[config.mk]
export PLATFORM = sky130hd
export DESIGN_NAME = lattice_stream_ctrl
export DESIGN_NICKNAME = d
export VERILOG_FILES = /design/src/rtl/lbm_pkg.sv /design/src/rtl/lbm_nbr_addr.sv /design/src/rtl/lattice_stream_ctrl.sv
export SDC_FILE = /design/constraint.sdc
export NUM_CORES = 1
export LEC_CHECK = 0
export CORE_AREA = 2 2 233 235
export CTS_CLUSTER_DIAMETER = 40
export DETAILED_ROUTE_END_ITERATION = 16
export DIE_AREA = 0 0 235 237
export PLACE_DENSITY_LB_ADDON = 0.2
export SYNTH_ARGS = -nofsm -noshare
export SYNTH_HDL_FRONTEND = slang
export SYNTH_SLANG_ARGS = --single-unit
export TNS_END_PERCENT = 30
[constraint.sdc]
create_clock -name clk -period 3.9 [get_ports clk]
set_input_delay 1.17 -clock clk [delete_from_list [all_inputs] [get_ports clk]]
set_output_delay 1.17 -clock clk [all_outputs]
set_load 0.005 [all_outputs]
[src/rtl/lbm_pkg.sv]
// Shared constants for the D2Q9 lattice sequencer: direction indices,
// velocity lookup tables, word width and controller state encoding.
package lbm_pkg;

  localparam int unsigned W  = 16;
  localparam int unsigned ND = 9;

  localparam logic [3:0] D_C  = 4'd0;
  localparam logic [3:0] D_L  = 4'd1;
  localparam logic [3:0] D_R  = 4'd2;
  localparam logic [3:0] D_T  = 4'd3;
  localparam logic [3:0] D_B  = 4'd4;
  localparam logic [3:0] D_TL = 4'd5;
  localparam logic [3:0] D_TR = 4'd6;
  localparam logic [3:0] D_BL = 4'd7;
  localparam logic [3:0] D_BR = 4'd8;

  localparam logic signed [1:0] CX [ND] = '{2'sd0, 2'sd1, -2'sd1, 2'sd0, 2'sd0,
                                            -2'sd1, 2'sd1, 2'sd1, -2'sd1};
  localparam logic signed [1:0] CY [ND] = '{2'sd0, 2'sd0, 2'sd0, -2'sd1, 2'sd1,
                                            -2'sd1, 2'sd1, -2'sd1, 2'sd1};

  typedef enum logic [2:0] {
    S_IDLE,
    S_FETCH,
    S_CAPT,
    S_COLL,
    S_WRITE,
    S_DONE
  } state_e;

endpackage

[src/rtl/lbm_nbr_addr.sv]
// Pull-streaming source address: the cell upstream of direction d,
// with periodic wrap from modulo-2^L subtraction.
module lbm_nbr_addr
  import lbm_pkg::*;
#(
  parameter int unsigned LX = 4,
  parameter int unsigned LY = 4
) (
  input  logic [LX-1:0]       x,
  input  logic [LY-1:0]       y,
  input  logic [3:0]          d,
  input  logic                parity,
  output logic [LX+LY+4:0]    addr_c
);

  logic signed [1:0] cx;
  logic signed [1:0] cy;
  logic [LX-1:0]     xs;
  logic [LY-1:0]     ys;

  always_comb begin
    cx = 2'sd0;
    cy = 2'sd0;
    if (d < 4'(ND)) begin
      cx = CX[d];
      cy = CY[d];
    end
    // signed casts sign-extend the unit step before the wrapping subtract
    xs     = x - LX'(cx);
    ys     = y - LY'(cy);
    addr_c = {parity, d, ys, xs};
  end

endmodule

[src/rtl/lattice_stream_ctrl.sv]
// Per-cell gather / collide / scatter sequencer over a ping-pong lattice
// memory; one start performs one full time step (20 cycles per cell).
module lattice_stream_ctrl
  import lbm_pkg::*;
#(
  parameter int unsigned LX = 4,
  parameter int unsigned LY = 4,
  parameter int unsigned AW = 1 + 4 + LX + LY
) (
  input  logic                clk,
  input  logic                reset,
  input  logic                start,
  output logic                busy,
  output logic                done,
  output logic                parity,
  output logic                rd_en,
  output logic [AW-1:0]       rd_addr,
  input  logic [W-1:0]        rd_data,
  output logic                wr_en,
  output logic [AW-1:0]       wr_addr,
  output logic [W-1:0]        wr_data,
  output logic [9*W-1:0]      cu_f_in,
  input  logic [9*W-1:0]      cu_f_out,
  input  logic [W-1:0]        cu_uu,
  output logic                vis_we,
  output logic [LX+LY-1:0]    vis_addr,
  output logic [W-1:0]        vis_data
);

  state_e               state_q, state_d;
  logic [LX-1:0]        x_q, x_d;
  logic [LY-1:0]        y_q, y_d;
  logic [3:0]           d_q, d_d;
  logic [8:0][W-1:0]    fin_q, fin_d;
  logic [8:0][W-1:0]    fout_q, fout_d;
  logic                 busy_q, busy_d;
  logic                 done_q, done_d;
  logic                 parity_q, parity_d;
  logic                 rd_en_q, rd_en_d;
  logic [AW-1:0]        rd_addr_q, rd_addr_d;
  logic                 wr_en_q, wr_en_d;
  logic [AW-1:0]        wr_addr_q, wr_addr_d;
  logic [W-1:0]         wr_data_q, wr_data_d;
  logic                 vis_we_q, vis_we_d;
  logic [LX+LY-1:0]     vis_addr_q, vis_addr_d;
  logic [W-1:0]         vis_data_q, vis_data_d;
  logic                 last_cell;
  logic [AW-1:0]        pull_addr_c;

  lbm_nbr_addr #(.LX(LX), .LY(LY)) u_nbr_addr (
    .x      (x_d),
    .y      (y_d),
    .d      (d_d),
    .parity (parity_q),
    .addr_c (pull_addr_c)
  );

  // Next-state, cell/direction counters and data capture
  always_comb begin
    state_d    = state_q;
    x_d        = x_q;
    y_d        = y_q;
    d_d        = d_q;
    fin_d      = fin_q;
    fout_d     = fout_q;
    vis_we_d   = 1'b0;
    vis_addr_d = vis_addr_q;
    vis_data_d = vis_data_q;
    last_cell  = (x_q == {LX{1'b1}}) && (y_q == {LY{1'b1}});
    unique case (state_q)
      S_IDLE: begin
        if (start) begin
          state_d = S_FETCH;
          x_d     = '0;
          y_d     = '0;
          d_d     = '0;
        end
      end
      S_FETCH: begin
        if (d_q != 4'd0) fin_d[d_q - 4'd1] = rd_data;
        if (d_q == 4'd8) state_d = S_CAPT;
        else             d_d     = d_q + 4'd1;
      end
      S_CAPT: begin
        fin_d[8] = rd_data;
        state_d  = S_COLL;
      end
      S_COLL: begin
        fout_d     = cu_f_out;
        vis_we_d   = 1'b1;
        vis_addr_d = {y_q, x_q};
        vis_data_d = cu_uu;
        d_d        = '0;
        state_d    = S_WRITE;
      end
      S_WRITE: begin
        if (d_q == 4'd8) begin
          d_d = '0;
          if (last_cell) begin
            state_d = S_DONE;
          end else begin
            state_d = S_FETCH;
            x_d     = x_q + LX'(1);
            if (x_q == {LX{1'b1}}) y_d = y_q + LY'(1);
          end
        end else begin
          d_d = d_q + 4'd1;
        end
      end
      S_DONE:  state_d = S_IDLE;
      default: state_d = S_IDLE;
    endcase
  end

  // Registered strobes and addresses, decoded from the upcoming state
  always_comb begin
    busy_d    = (state_d != S_IDLE) && (state_d != S_DONE);
    done_d    = (state_d == S_DONE);
    parity_d  = parity_q ^ done_d;
    rd_en_d   = (state_d == S_FETCH);
    rd_addr_d = rd_en_d ? pull_addr_c : '0;
    wr_en_d   = (state_d == S_WRITE);
    wr_addr_d = wr_en_d ? {~parity_q, d_d, y_d, x_d} : '0;
    wr_data_d = wr_en_d ? fout_d[d_d] : '0;
  end

  always_ff @(posedge clk or negedge reset) begin
    if (!reset) begin
      state_q    <= S_IDLE;
      x_q        <= '0;
      y_q        <= '0;
      d_q        <= '0;
      fin_q      <= '0;
      fout_q     <= '0;
      busy_q     <= 1'b0;
      done_q     <= 1'b0;
      parity_q   <= 1'b0;
      rd_en_q    <= 1'b0;
      rd_addr_q  <= '0;
      wr_en_q    <= 1'b0;
      wr_addr_q  <= '0;
      wr_data_q  <= '0;
      vis_we_q   <= 1'b0;
      vis_addr_q <= '0;
      vis_data_q <= '0;
    end else begin
      state_q    <= state_d;
      x_q        <= x_d;
      y_q        <= y_d;
      d_q        <= d_d;
      fin_q      <= fin_d;
      fout_q     <= fout_d;
      busy_q     <= busy_d;
      done_q     <= done_d;
      parity_q   <= parity_d;
      rd_en_q    <= rd_en_d;
      rd_addr_q  <= rd_addr_d;
      wr_en_q    <= wr_en_d;
      wr_addr_q  <= wr_addr_d;
      wr_data_q  <= wr_data_d;
      vis_we_q   <= vis_we_d;
      vis_addr_q <= vis_addr_d;
      vis_data_q <= vis_data_d;
    end
  end

  assign busy     = busy_q;
  assign done     = done_q;
  assign parity   = parity_q;
  assign rd_en    = rd_en_q;
  assign rd_addr  = rd_addr_q;
  assign wr_en    = wr_en_q;
  assign wr_addr  = wr_addr_q;
  assign wr_data  = wr_data_q;
  assign cu_f_in  = fin_q;
  assign vis_we   = vis_we_q;
  assign vis_addr = vis_addr_q;
  assign vis_data = vis_data_q;

endmodule

# Yosys cells after proc, flatten, opt, wreduce, memory -nomap -nowiden
# Memories as Yosys holds them, arrays and structs flattened.
# Cells that the tools add are included.
# word_totals
register_bits,375
rom_bits,64
input_bits,179
word_cells,106
memories,2
# memory_table
memory,depth,width,read_ports,rd_ports_with_merged_regs,write_ports,line_no,rtl
(no name shown),16,2,1,0,0,lbm_nbr_addr.sv:25,cx = CX[d];
(no name shown),16,2,1,0,0,lbm_nbr_addr.sv:26,cy = CY[d];
# classes
addsub,6
magnitude_cmp,5
eq_ne,12
n_mux,36
bitwise_logic,3
reduce_logical,9
# op_table
op,count
$mux 144,2
$bwmux 144,1
$bmux 16 s4,1
$demux 16 s4,1
$mux 16,3
$mux 4,10
$pmux 16 s2,1
$mux 13,2
$pmux 4 s2,2
$pmux 4 s4,1
$pmux 3 s5,1
$add 4x1->4 const B,3
$eq 4x4->1 const B,3
$mux 2,6
$mux 3,4
$lt 4x5->1 const B,2
$eq 3x3->1 const B,3
$sub 4x4->4,2
$eq 3x1->1 const B,2
$eq 3x2->1 const B,2
$ge 5x5->1 const B,1
$not 4->5,1
$ge 4x1->1 const B,1
$lt 4x4->1 const B,1
12 further kinds,15

# Longest topological paths before layout
# logic_depth
ltp_word,10
ltp_mapped,23
depth_no_buf,19

# Cells and area by module
# From an unflattened synthesis, not the netlist that was laid out.
# unflattened
hier_cells,1155
area_unflattened_um2,15791.4
# by_module_without_submodules
mod,instances,cells_each,area_each_um2
lattice_stream_ctrl,1,1103,15383.5
lbm_nbr_addr,1,52,407.9

# Least setup slack after synthesis
# Ideal clock, no wire load.
# synth_path
kind,reg2reg
startpoint,reg d_q[0]
endpoint,reg rd_addr_q[3] (netlist: rd_addr[3])
setup_time_ns,0.127
t_arrival_ns,3.678
setup_slack_ns,0.095
stages_incl_launch_ff,23
path_buffers,4
period_less_slack_ns,3.805
path_cell_list,dfrtp_1 inv_1 ha_1 and3b_1 buf_4 inv_4 ha_1 a2bb2oi_1 o22a_1 buf_2 inv_2 buf_4 buf_2 nor3_1 a21oi_1 o21a_1 ha_1 a21o_1 a21oi_1 xor2_1 nor2_1 o211ai_1 o21ai_1
# synth_via
elab_chain_len,10
word_cells_on_any_way,20
classes_between,add/sub (2); order compare (1); eq/ne (2); mux (13); bitwise (1); memory (1)
# synth_lines
item,line_no,rtl
"start, declared",lattice_stream_ctrl.sv:33,"logic [3:0] d_q, d_d;"
"start signal, assigned",lattice_stream_ctrl.sv:132,d_q <= '0;
"start signal, assigned",lattice_stream_ctrl.sv:150,d_q <= d_d;
$add 4x1->4 or $eq 4x4->1 (tied branches),n/a,
"$mux 4, on equally long branches","lattice_stream_ctrl.sv:97, lattice_stream_ctrl.sv:81",
$pmux 4 s4 (*),lattice_stream_ctrl.sv:70,unique case (state_q)
named net d_d[0],lattice_stream_ctrl.sv:33,
$not 4->5 (implied by the code),lbm_nbr_addr.sv:25,
$mem_v2 16x2,n/a,
$mux 2 (implied by the code) (2 in series),lbm_nbr_addr.sv:25,
$mux 2 (*),lbm_nbr_addr.sv:24,if (d < 4'(ND)) begin
$sub 4x4->4 (*),lbm_nbr_addr.sv:29,xs = x - LX'(cx);
$mux 13 (*),lattice_stream_ctrl.sv:121,rd_addr_d = rd_en_d ? pull_addr_c : '0;
named net rd_addr_d[3],lattice_stream_ctrl.sv:40,"logic [AW-1:0] rd_addr_q, rd_addr_d;"
"end signal, assigned",lattice_stream_ctrl.sv:157,rd_addr_q <= rd_addr_d;
"end, declared",lattice_stream_ctrl.sv:40,
# Mark *: on every way through the listed nets, which the timed path passes. The rest lies on a longest branch. The select of a mux whose other input is x is not followed.
# A chain may end at the register's enable or synchronous reset.

# Worst setup path in the final report
# layout_path
startpoint,reg d_q[1]
endpoint,reg wr_data_q[5] (netlist: wr_data[5])
# layout_via
elab_chain_len,6
word_cells_on_any_way,13
classes_between,add/sub (1); eq/ne (2); mux (10)
# layout_lines
item,line_no,rtl
$add 4x1->4 or $eq 4x4->1 (tied branches),n/a,
"$mux 4, on equally long branches","lattice_stream_ctrl.sv:97, lattice_stream_ctrl.sv:81",
$pmux 4 s4,lattice_stream_ctrl.sv:70,
$bmux 16 s4,lattice_stream_ctrl.sv:124,wr_data_d = wr_en_d ? fout_d[d_d] : '0;
$mux 16 (implied by the code),lattice_stream_ctrl.sv:124,
$mux 16 (*),lattice_stream_ctrl.sv:124,
named net wr_data_d[5],lattice_stream_ctrl.sv:43,"logic [W-1:0] wr_data_q, wr_data_d;"
"end signal, assigned",lattice_stream_ctrl.sv:160,wr_data_q <= wr_data_d;
"end, declared",lattice_stream_ctrl.sv:43,
# Marked as above.

==> summary.md <==
| Metric | Value |
|---|---|
| Status | `complete, no violations` |
| Die H | `between 200 and 250 microns` |
| Antenna-violating nets left | `0` |
| Cells after synthesis | `about 1400` |
| Post-synthesis register bit count | `~380` |
| Placed insts | `approximately 2500` |
| Crit Path Max Fanout | `24` |
| Fin crit share | `91.1%` |
| Dpl ws | `-0.124 ns` |
| P_leak | `10.4 nW` |
| Site Rows | `between 80 and 90` |
| Synth Cell Area | `around 16000 sq um` |
| Routed len/inst | `around 19 microns` |
| Post-CTS setup buffers | `0` |
| Final hold vios | `0` |
| # DRC | `0` |
| Fmax | `around 280 MHz` |
| Area contributors post-synth | `dfrtp_1 (59%), mux2_2 (14%), nand2_1 (9.6%)` |
| CTS Sinks | `~380` |
| Antenna violations before repair | `3` |
| Clock tree buffer depth | `3` |
| Layout Skew | `0.0378 ns` |
| TritonCTS clock tree | `built` |
| Initial Utilization | `around 30%` |
| Setup WS post-layout | `0.347 ns` |
| Max cap viols | `0` |
| Diode count | `0` |
| Total core area | `53300 sq um` |
| EDFF count, synth | `0` |
| Pwr Total | `10.6 mW` |
| Drt first-iter violations | `around 670` |
| Layout cell share with drive strength beyond 1 | `21.1%` |
| CP startpoint kind | `register` |
| Routability Congestion | `0.825` |
| Setup violators final | `0` |
| # hold bufs at CTS | `0` |
| RSZ-0062 raised after global routing | `false` |
| Max rail drop VDD | `approximately 330 uV` |
| Die X | `between 200 and 250 microns` |
| Synth top area share | `approximately three fifths` |
| First-pass GRT wire length | `76400 microns` |
| Total grt overflow | `0` |
| H-tree depth | `2` |
| Power density over the cells | `roughly 460 nW/um^2` |
| Area growth, synth to finish | `45.8%` |
| Largest net degree at the start of global routing | `around 130` |
| Main synth FF type | `dfrtp_1` |
| Die area | `between 50000 and 60000 sq um` |
| Post-synth cell types | `between 50 and 60` |
| Sequential share of the synthesized area | `approximately three fifths` |
| FFs w/ async S/R, synth | `100%` |
| Cell taking the most area after synthesis | `dfrtp_1` |
| DR vias/cell | `approximately 4.6` |
| Critical Path RT | `4.42 ns` |
| Setup TNS | `0 ns` |
| Fin util | `a little over two fifths` |
| Number of global-route vias before repair | `roughly 12000` |
| Tmin final | `3.55 ns` |
| Routed via count | `between 10000 and 15000` |
| Slew Viols, Final | `0` |
| Clock buffer count from CTS | `61` |
| CTS root buffer | `clkbuf_16` |
| Reg2Reg Depth | `15` |
| WS Path Type | `reg -> reg` |
| Clock-pin slew on the worst setup and hold paths | `around 0.06 ns` |
| DP Wirelength | `roughly 36000 microns` |
| PostCTS Resize Cnt | `0` |
| Final Instance Count excl. Fillers | `between 2000 and 3000` |
| Placed cell area | `~21000 sq um` |
| CP arrival | `between 4 and 5 ns` |
| Syn_nets | `1593` |
| Clock Latency Late Sink | `around 0.63 ns` |
| Yosys warning count | `0` |
| Max-slew headroom at the worst pin | `a little under half` |
| Number of I/O pins | `about 400` |
| Worst hold path class | `reg -> reg` |
| Syn_area_per_cell | `~11 sq um` |
| Final #Nets | `around 2000` |
| Slew of the pin with the lowest slew margin | `0.820 ns` |
| Final WL | `approximately 50000 microns` |
| Hold Worst Slack | `0.462 ns` |
| All-layer global routing usage | `around 18%` |
| Layout Cell Area excl Fill | `between 20000 and 25000 sq um` |
| Hold Path Depth | `1` |
| PortBufs | `around 390` |
| Initial DRT Pass Iterations | `5` |
| CP Capture Type | `register` |
[sequential cells by signal, summed over array words and instances (netlist names), 3 cells and up]
name	count
d_q	4
rd_addr	13
y_q	4
wr_data	16
x_q	4
vis_addr	8
fout_q	144
wr_addr	13
state_q	3
vis_data	16
cu_f_in	144
[cells in the final DEF (no fill, tap or decap), types with 12 or more instances in the layout]
master,instances
inv_1,16
or3_1,16
clkdlybuf4s50_1,393
dfrtp_1,375
buf_4,53
mux2i_1,38
ha_1,15
mux2_2,193
nor2_1,108
o311a_1,15
a2111oi_2,15
nand2_1,403
clkbuf_16,62
nand3_1,12
[final cells by class]
class | count | area [sq um]
multi-input cells | 919 | 5970
well taps | 696 | 871
clock inverters | 41 | 548
clock buffers | 74 | 1680
repair buffers | 456 | 4530
flip-flops and latches | 375 | 9380
fillers | 4912 | 30200
inverters | 23 | 96.3
[final timing paths]
path                       slack (ns)           to    from
max                              0.35   wr_data[5]  d_q[1]
min                              0.46  wr_addr[12]  parity
max reg2reg                      0.35   wr_data[5]  d_q[1]
min reg2reg                      0.46  wr_addr[12]  parity
max in group asynchronous        2.36  vis_data[0]   reset
min in group asynchronous        0.56  cu_f_in[44]   reset
[cell usage after synthesis, types with 2 or more instances]
cell type and number:
nand2_1 404, dfrtp_1 375, mux2_2 193, nor2_1 108, mux2i_1 38, clkbuf_1 28, buf_2 27, inv_1 17
or3_1 16, a2111oi_2 15, ha_1 15, o311a_1 15, buf_4 14, nand3_1 12, a21oi_1 11, and3_1 11
buf_1 10, nor3_1 9, o21ai_0 8, xnor2_1 7, mux2_1 5, nand2b_1 5, xor2_1 5, inv_2 4
o21ai_1 4, a21o_1 3, a32o_1 3, nor2_2 3, nor2b_1 3, nor3b_1 3, o211ai_1 3, fa_1 2
[report_power, final]
| part | total (mW) | switching (mW) | internal, mW |
|---|---|---|---|
| registers | 4.13 | 0.0678 | 4.06 |
| clock network | 5.76 | 2.06 | 3.71 |
| logic | 0.743 | 0.303 | 0.440 |
| total | 10.6 | 2.43 | 8.21 |
[kinds of logic after synthesis]
family / share of synthesized area, %
AOI/OAI and AO/OA: 4.20
muxes: 16.6
and+or+nand+nor: 14.7
buffers and inverters: 3.06
DFF: 59.3
adders and majority gates: 1.44
xor gates and xnor gates: 0.664
[metal layers]
metal / global-route usage [%] / part of all wire, % / up-vias / wire length [microns]
met3: 3.67 / 5.5 / 82 / 2720
met5: 0 / 0.040 / - / 20
met1: 24.8 / 47 / 5892 / 23300
li1: - / - / 5553 / -
met2: 27.7 / 45 / 362 / 22500
met4: 6.54 / 2.8 / 4 / 1410
[worst max-delay path, stage by stage (launching register included)]
cell and delay [ns]:
dfrtp_1 0.49, inv_1 0.13, ha_1 0.24, and3b_2 0.24
inv_4 0.13, ha_1 0.25, a2bb2oi_1 0.15, o22a_2 0.26
clkinv_2 0.07, buf_4 0.12, buf_12 0.19, buf_4 0.25
nor2_1 0.07, or3_1 0.34, o311a_1 0.17, a2111oi_2 0.34
Power figures use the tool's default switching activity.
==> RTL edit 1, RTL diff (config.mk and constraints unchanged) <==
Remove the register `wr_addr_q`: a continuous assignment takes its place, so the output `wr_addr` follows one clock earlier.
--- a/src/rtl/lattice_stream_ctrl.sv
+++ b/src/rtl/lattice_stream_ctrl.sv
@@ -138,7 +138,6 @@
       rd_en_q    <= 1'b0;
       rd_addr_q  <= '0;
       wr_en_q    <= 1'b0;
-      wr_addr_q  <= '0;
       wr_data_q  <= '0;
       vis_we_q   <= 1'b0;
       vis_addr_q <= '0;
@@ -156,13 +155,14 @@
       rd_en_q    <= rd_en_d;
       rd_addr_q  <= rd_addr_d;
       wr_en_q    <= wr_en_d;
-      wr_addr_q  <= wr_addr_d;
       wr_data_q  <= wr_data_d;
       vis_we_q   <= vis_we_d;
       vis_addr_q <= vis_addr_d;
       vis_data_q <= vis_data_d;
     end
   end
+
+  assign wr_addr_q = wr_addr_d;
 
   assign busy     = busy_q;
   assign done     = done_q;
Function: same outputs for any inputs over 4 cycles, from zero or initial values and one cycle with reset low; that may be too few to reach the edited logic, so the function may still have changed.
==> RTL edit 1 against the unedited design <==
The run now ends with negative setup slack left. Hold slack better by 5.8 ps. Wire length up 3.5%. Area after synthesis down 2.1%. Synthesized cell count down 0.93%. Utilization down 0.11 points. Global-route usage up 0.57 points. Register-to-register slack worse by 40 ps. Sequential cell count down 13. Largest power group unchanged. Worst setup slack worse by 420 ps. Combinational power up 1%. Maximum frequency down 11%. Power up 1.6%. Cell area down 0.25%.
==> RTL edit 1: results (changes against the unedited design) <==
- Failing checks: negative setup slack
- Finish-stage setup viols: 2 (was 0)
- Final setup TNS: -132 ps (was 0 ps)
- Mapped Nets: 1580 (was 1593)
- Hold Path Cell Cnt: 2 (was 1)
- Hold WS: 468 ps (was 462 ps)
- Avg Vias per Cell: 4.62 (was 4.60)
- DPL Wire Length: 36.8 mm (was 35.9 mm)
- Status: finished with violations (was finished, final reports clean)
- Reg2reg setup slack: 310 ps (was 350 ps)
- Worst Hold End: fout_q[63]$_DFF_PN0_ (was wr_addr[12]$_DFF_PN0_)
- Nets@finish: 2040 (was 2032)
- Leak Pwr: 10.4 nW (about the same)
- Total CTS buffers: 67 (was 61)
- Worst hold path startpoint: fout_q[63]$_DFF_PN0_ (was parity$_DFF_PN0_)
- Most frequent cells after synthesis: nand2_1, dfrtp_1, mux2_2 (unchanged)
- Crit path max fanout: 10 (was 24)
- Cells after Synth: 1384 (was 1397)
- Initial detailed-routing violation count: 586 (was 674)
- Peak VDD IR: 0.309 mV (was 0.332 mV)
- Vias in the first global route: 12282 (was 12359)
- Setup WS post-layout: -70.3 ps (was 347 ps)
- Seq/Total Area, Yosys: 0.585 (was 0.593)
- Max stage delay on crit path: 570 ps (was 490 ps)
- Non-Filler Instances: 2591 (was 2584)
- Area contributors post-synth: dfrtp_1, mux2_2, nand2_1, nor2_1, mux2i_1 (unchanged)
[RTL edit 1: where the power goes]
part | total [mW] | internal (mW) | switching [mW] | leakage, nW
Sequential | 4.00 | 3.93 | 0.0685 | 4.28
Combinational | 0.752 | 0.443 | 0.309 | 4.95
Clock | 6.06 | 4.03 | 2.03 | 1.15
[RTL edit 1: layout make-up]
cell class                 instances  area share
inverter                          23     0.00429
sequential                       362       0.394
tap                              696      0.0378
multi-input combinational        919       0.261
antenna                            1    0.000109
clock buffer                      78      0.0791
clock inverter                    41      0.0239
timing repair buffer             471       0.200
[RTL edit 1: worst min-delay path, cell delays in order (launching register included)]
cell     delay [ps]
dfrtp_1         310
nand2_1          40
nand2_1          70
[RTL edit 1: how the worst max path moves through the flow]
stage / from / endpoint / depth (start not counted)
CTS: d_q[1]$_DFF_PN0_ / wr_addr[5] / 11
global route: d_q[1]$_DFF_PN0_ / wr_addr[6] / 9
floorplan: d_q[0]$_DFF_PN0_ / rd_addr[3]$_DFF_PN0_ / 22
finish: d_q[1]$_DFF_PN0_ / wr_addr[6] / 9
detailed placement: start / rd_addr[3]$_DFF_PN0_ / 16
global placement: start / wr_addr[8] / 6
[RTL edit 1: cell families after synthesis]
kind of cell             count (synthesis)  share of synthesized area
XOR/XNOR                                12                    0.00678
flip-flops                             362                      0.585
adder cells (fa/ha/maj)                 17                     0.0147
multiplexers                           237                      0.170
buffers and inverters                  103                     0.0312
AO/OA/AOI/OAI                           74                     0.0429
AND/OR/NAND/NOR                        579                      0.150
[RTL edit 1: per-layer routing]
layer / global-route usage / up-vias / routed length (µm)
met4: 0.0623 / 4 / 1090
li1: - / 5571 / -
met3: 0.0427 / 74 / 2970
met1: 0.254 / 5965 / 24000
met5: 0 / - / 25
met2: 0.286 / 367 / 23600
[RTL edit 1: what timing repair did]
item                                    CTS  global route
resized for setup                        14             5
pin swaps                                 4             3
gates cloned                              0             0
endpoints found under the setup margin   10             8
buffers inserted                          2             2
==> RTL edit 2, RTL diff (config.mk and constraints unchanged) <==
Made on the original files. `W`: 16 -> 32.
--- a/src/rtl/lbm_pkg.sv
+++ b/src/rtl/lbm_pkg.sv
@@ -2,7 +2,7 @@
 // velocity lookup tables, word width and controller state encoding.
 package lbm_pkg;
 
-  localparam int unsigned W  = 16;
+  localparam int unsigned W  = 32;
   localparam int unsigned ND = 9;
 
   localparam logic [3:0] D_C  = 4'd0;
Ports: changed (6 resized); port bits go from 395 to 747. No check against the original RTL was run, so the function may have changed too.
==> RTL edit 2 against the unedited design <==
Area after synthesis rose by 84%. Worst setup slack got worse by 230 ps. Cell area rose by 77%. Sequential cell count rose by 320. Non-clock buffer count rose by 374. Global-route usage rose by 16 points. Die area did not move. Power rose by 69%. Via count rose by 97%. Wire length rose by 91%. Highest routed layer unchanged.
==> RTL edit 2: results (changes against the unedited design) <==
- Status: finished, final reports clean (unchanged)
- Drt wl/cell: 22.8 µm (was 19.3 µm)
- Cell area after layout: 40900 µm² (was 23100 µm²)
- Clock buffers: 116 (was 74)
- Nets@finish: 3764 (was 2032)
- Fin crit period: 3790 ps (was 3550 ps)
- Avg Vias per Cell: 5.61 (was 4.60)
- Pin count of the biggest net entering global routing: 198 (was 131)
- M2 GR Usage: 0.573 (was 0.277)
- Post-Place Cells: 3987 (was 2469)
- Final RePlAce weighted congestion: 0.888 (was 0.825)
- Met3 WL: 7.19 mm (was 2.72 mm)
- Met3 layer usage reported by global route: 0.0764 (was 0.0367)
- ANT cells: 17 (was 0)
- CP arrival: 4300 ps (was 4070 ps)
- Area contributors post-synth: dfrtp_1, mux2_2, nand2_1, mux2i_1, a211oi_1 (was dfrtp_1, mux2_2, nand2_1, nor2_1, mux2i_1)
- Seq/total area: 0.425 (was 0.407)
- CP Capture Type: flip-flop (unchanged)
- Post-DP Area: 37600 µm² (was 20800 µm²)
- Yosys cell types: 73 (was 53)
- Mux share of post-synthesis cell area: 0.156 (was 0.166)
- Signal inverters: 59 (was 23)
- XOR/XNOR Fraction of Synth Area: 0.00301 (was 0.00664)
- #MultiIn Comb: 1712 (was 919)
- Adder-Cell Fraction of Synth Area: 0.00783 (was 0.0144)
- H-tree lvl count: 3 (was 2)
- Nonclk buf count: 830 (was 456)
- Vias in the first global route: 24372 (was 12359)
- Leak Pwr: 18.7 nW (was 10.4 nW)
- Multi-input combinational area share: 0.263 (was 0.259)
- R2R cell count: 19 (was 15)
- Worst slew pin tran: 978 ps (was 820 ps)
- Start point of the critical path: d_q[0]$_DFF_PN0_ (was d_q[1]$_DFF_PN0_)
- First-pass GRT wire length: 145 mm (was 76.4 mm)
- Antenna violations before repair: 21 (was 3)
- Synth Area in Compound Gates: 0.0413 (was 0.0420)
- Synth Area per Inst: 11.0 µm² (was 11.3 µm²)
- Total track usage: 0.340 (was 0.179)
- FF-to-FF End: rd_addr[3]$_DFF_PN0_ (was wr_data[5]$_DFF_PN0_)
- Pre-CTS setup slack: -354 ps (was -124 ps)
- Initial detailed-routing violation count: 1723 (was 674)
- Sink Count: 695 (was 375)
- Clk_skew: 22.4 ps (was 37.8 ps)
- Non-clk buf share: 0.205 (was 0.196)
- Via count: 23473 (was 11893)
- Worst min path class: primary input to async pin (was flip-flop to flip-flop)
- Seq/Total Area, Yosys: 0.598 (was 0.593)
- Most frequent cells after synthesis: nand2_1, dfrtp_1, mux2_2 (unchanged)
- Peak VDD IR: 0.347 mV (was 0.332 mV)
- Drt first pass iters: 6 (was 5)
- Reg2reg setup slack: 110 ps (was 350 ps)
- Mapped Nets: 3007 (was 1593)
- Met1 GRT Util: 0.415 (was 0.248)
- DPL Wire Length: 65.8 mm (was 35.9 mm)
- Fill count: 3319 (was 4912)
- Clock-cell share: 0.0796 (was 0.0964)
- Routed wl met2: 48.5 mm (was 22.5 mm)
- Die W: 235 µm (unchanged)
-- RTL edit 2: worst min-delay path by stage --
stage                            end  slack, ps             startpoint
2_1_floorplan  fout_q[286]$_DFF_PN0_        430  fout_q[286]$_DFF_PN0_
3_3_place_gp   fout_q[201]$_DFF_PN0_        450  fout_q[201]$_DFF_PN0_
3_5_place_dp   fout_q[204]$_DFF_PN0_        460  fout_q[204]$_DFF_PN0_
4_1_cts         fout_q[73]$_DFF_PN0_        470   fout_q[73]$_DFF_PN0_
5_1_grt        fout_q[174]$_DFF_PN0_        480                  reset
6_report       fout_q[174]$_DFF_PN0_        460                  reset
-- RTL edit 2: timing repair --
action | 4_1_cts | 5_1_grt
setup endpoints to repair | 0 | 1
gates resized for setup | 0 | 8
setup buffers | 0 | 5
-- RTL edit 2: worst max-delay path, stage by stage, from the launching register on --
cell,delay [ps]
dfrtp_1,380
inv_2,70
ha_2,170
and3b_2,200
inv_2,40
ha_1,260
or3b_4,370
a21oi_2,130
a21oi_1,60
buf_4,150
inv_2,60
a21oi_1,50
o31ai_2,330
inv_1,110
ha_1,290
a21o_1,120
a21oi_1,80
or3_1,400
and3_1,160
mux2_4,250
-- RTL edit 2: cell families (layout without fill, tap and decap cells) --
logic type | after synthesis | in the layout
AOI/OAI and AO/OA | 160 | 160
xor gates and xnor gates | 10 | 10
adders and majority gates | 17 | 17
buffers and inverters | 228 | 1062
DFF | 695 | 695
muxes | 413 | 413
other | 0 | 17
and+or+nand+nor | 1112 | 1112
-- RTL edit 2: where the power goes --
group | switching [mW] | total (mW) | internal [mW]
Combinational | 0.602 | 1.49 | 0.886
Sequential | 0.202 | 7.77 | 7.56
Clock | 3.38 | 8.74 | 5.36
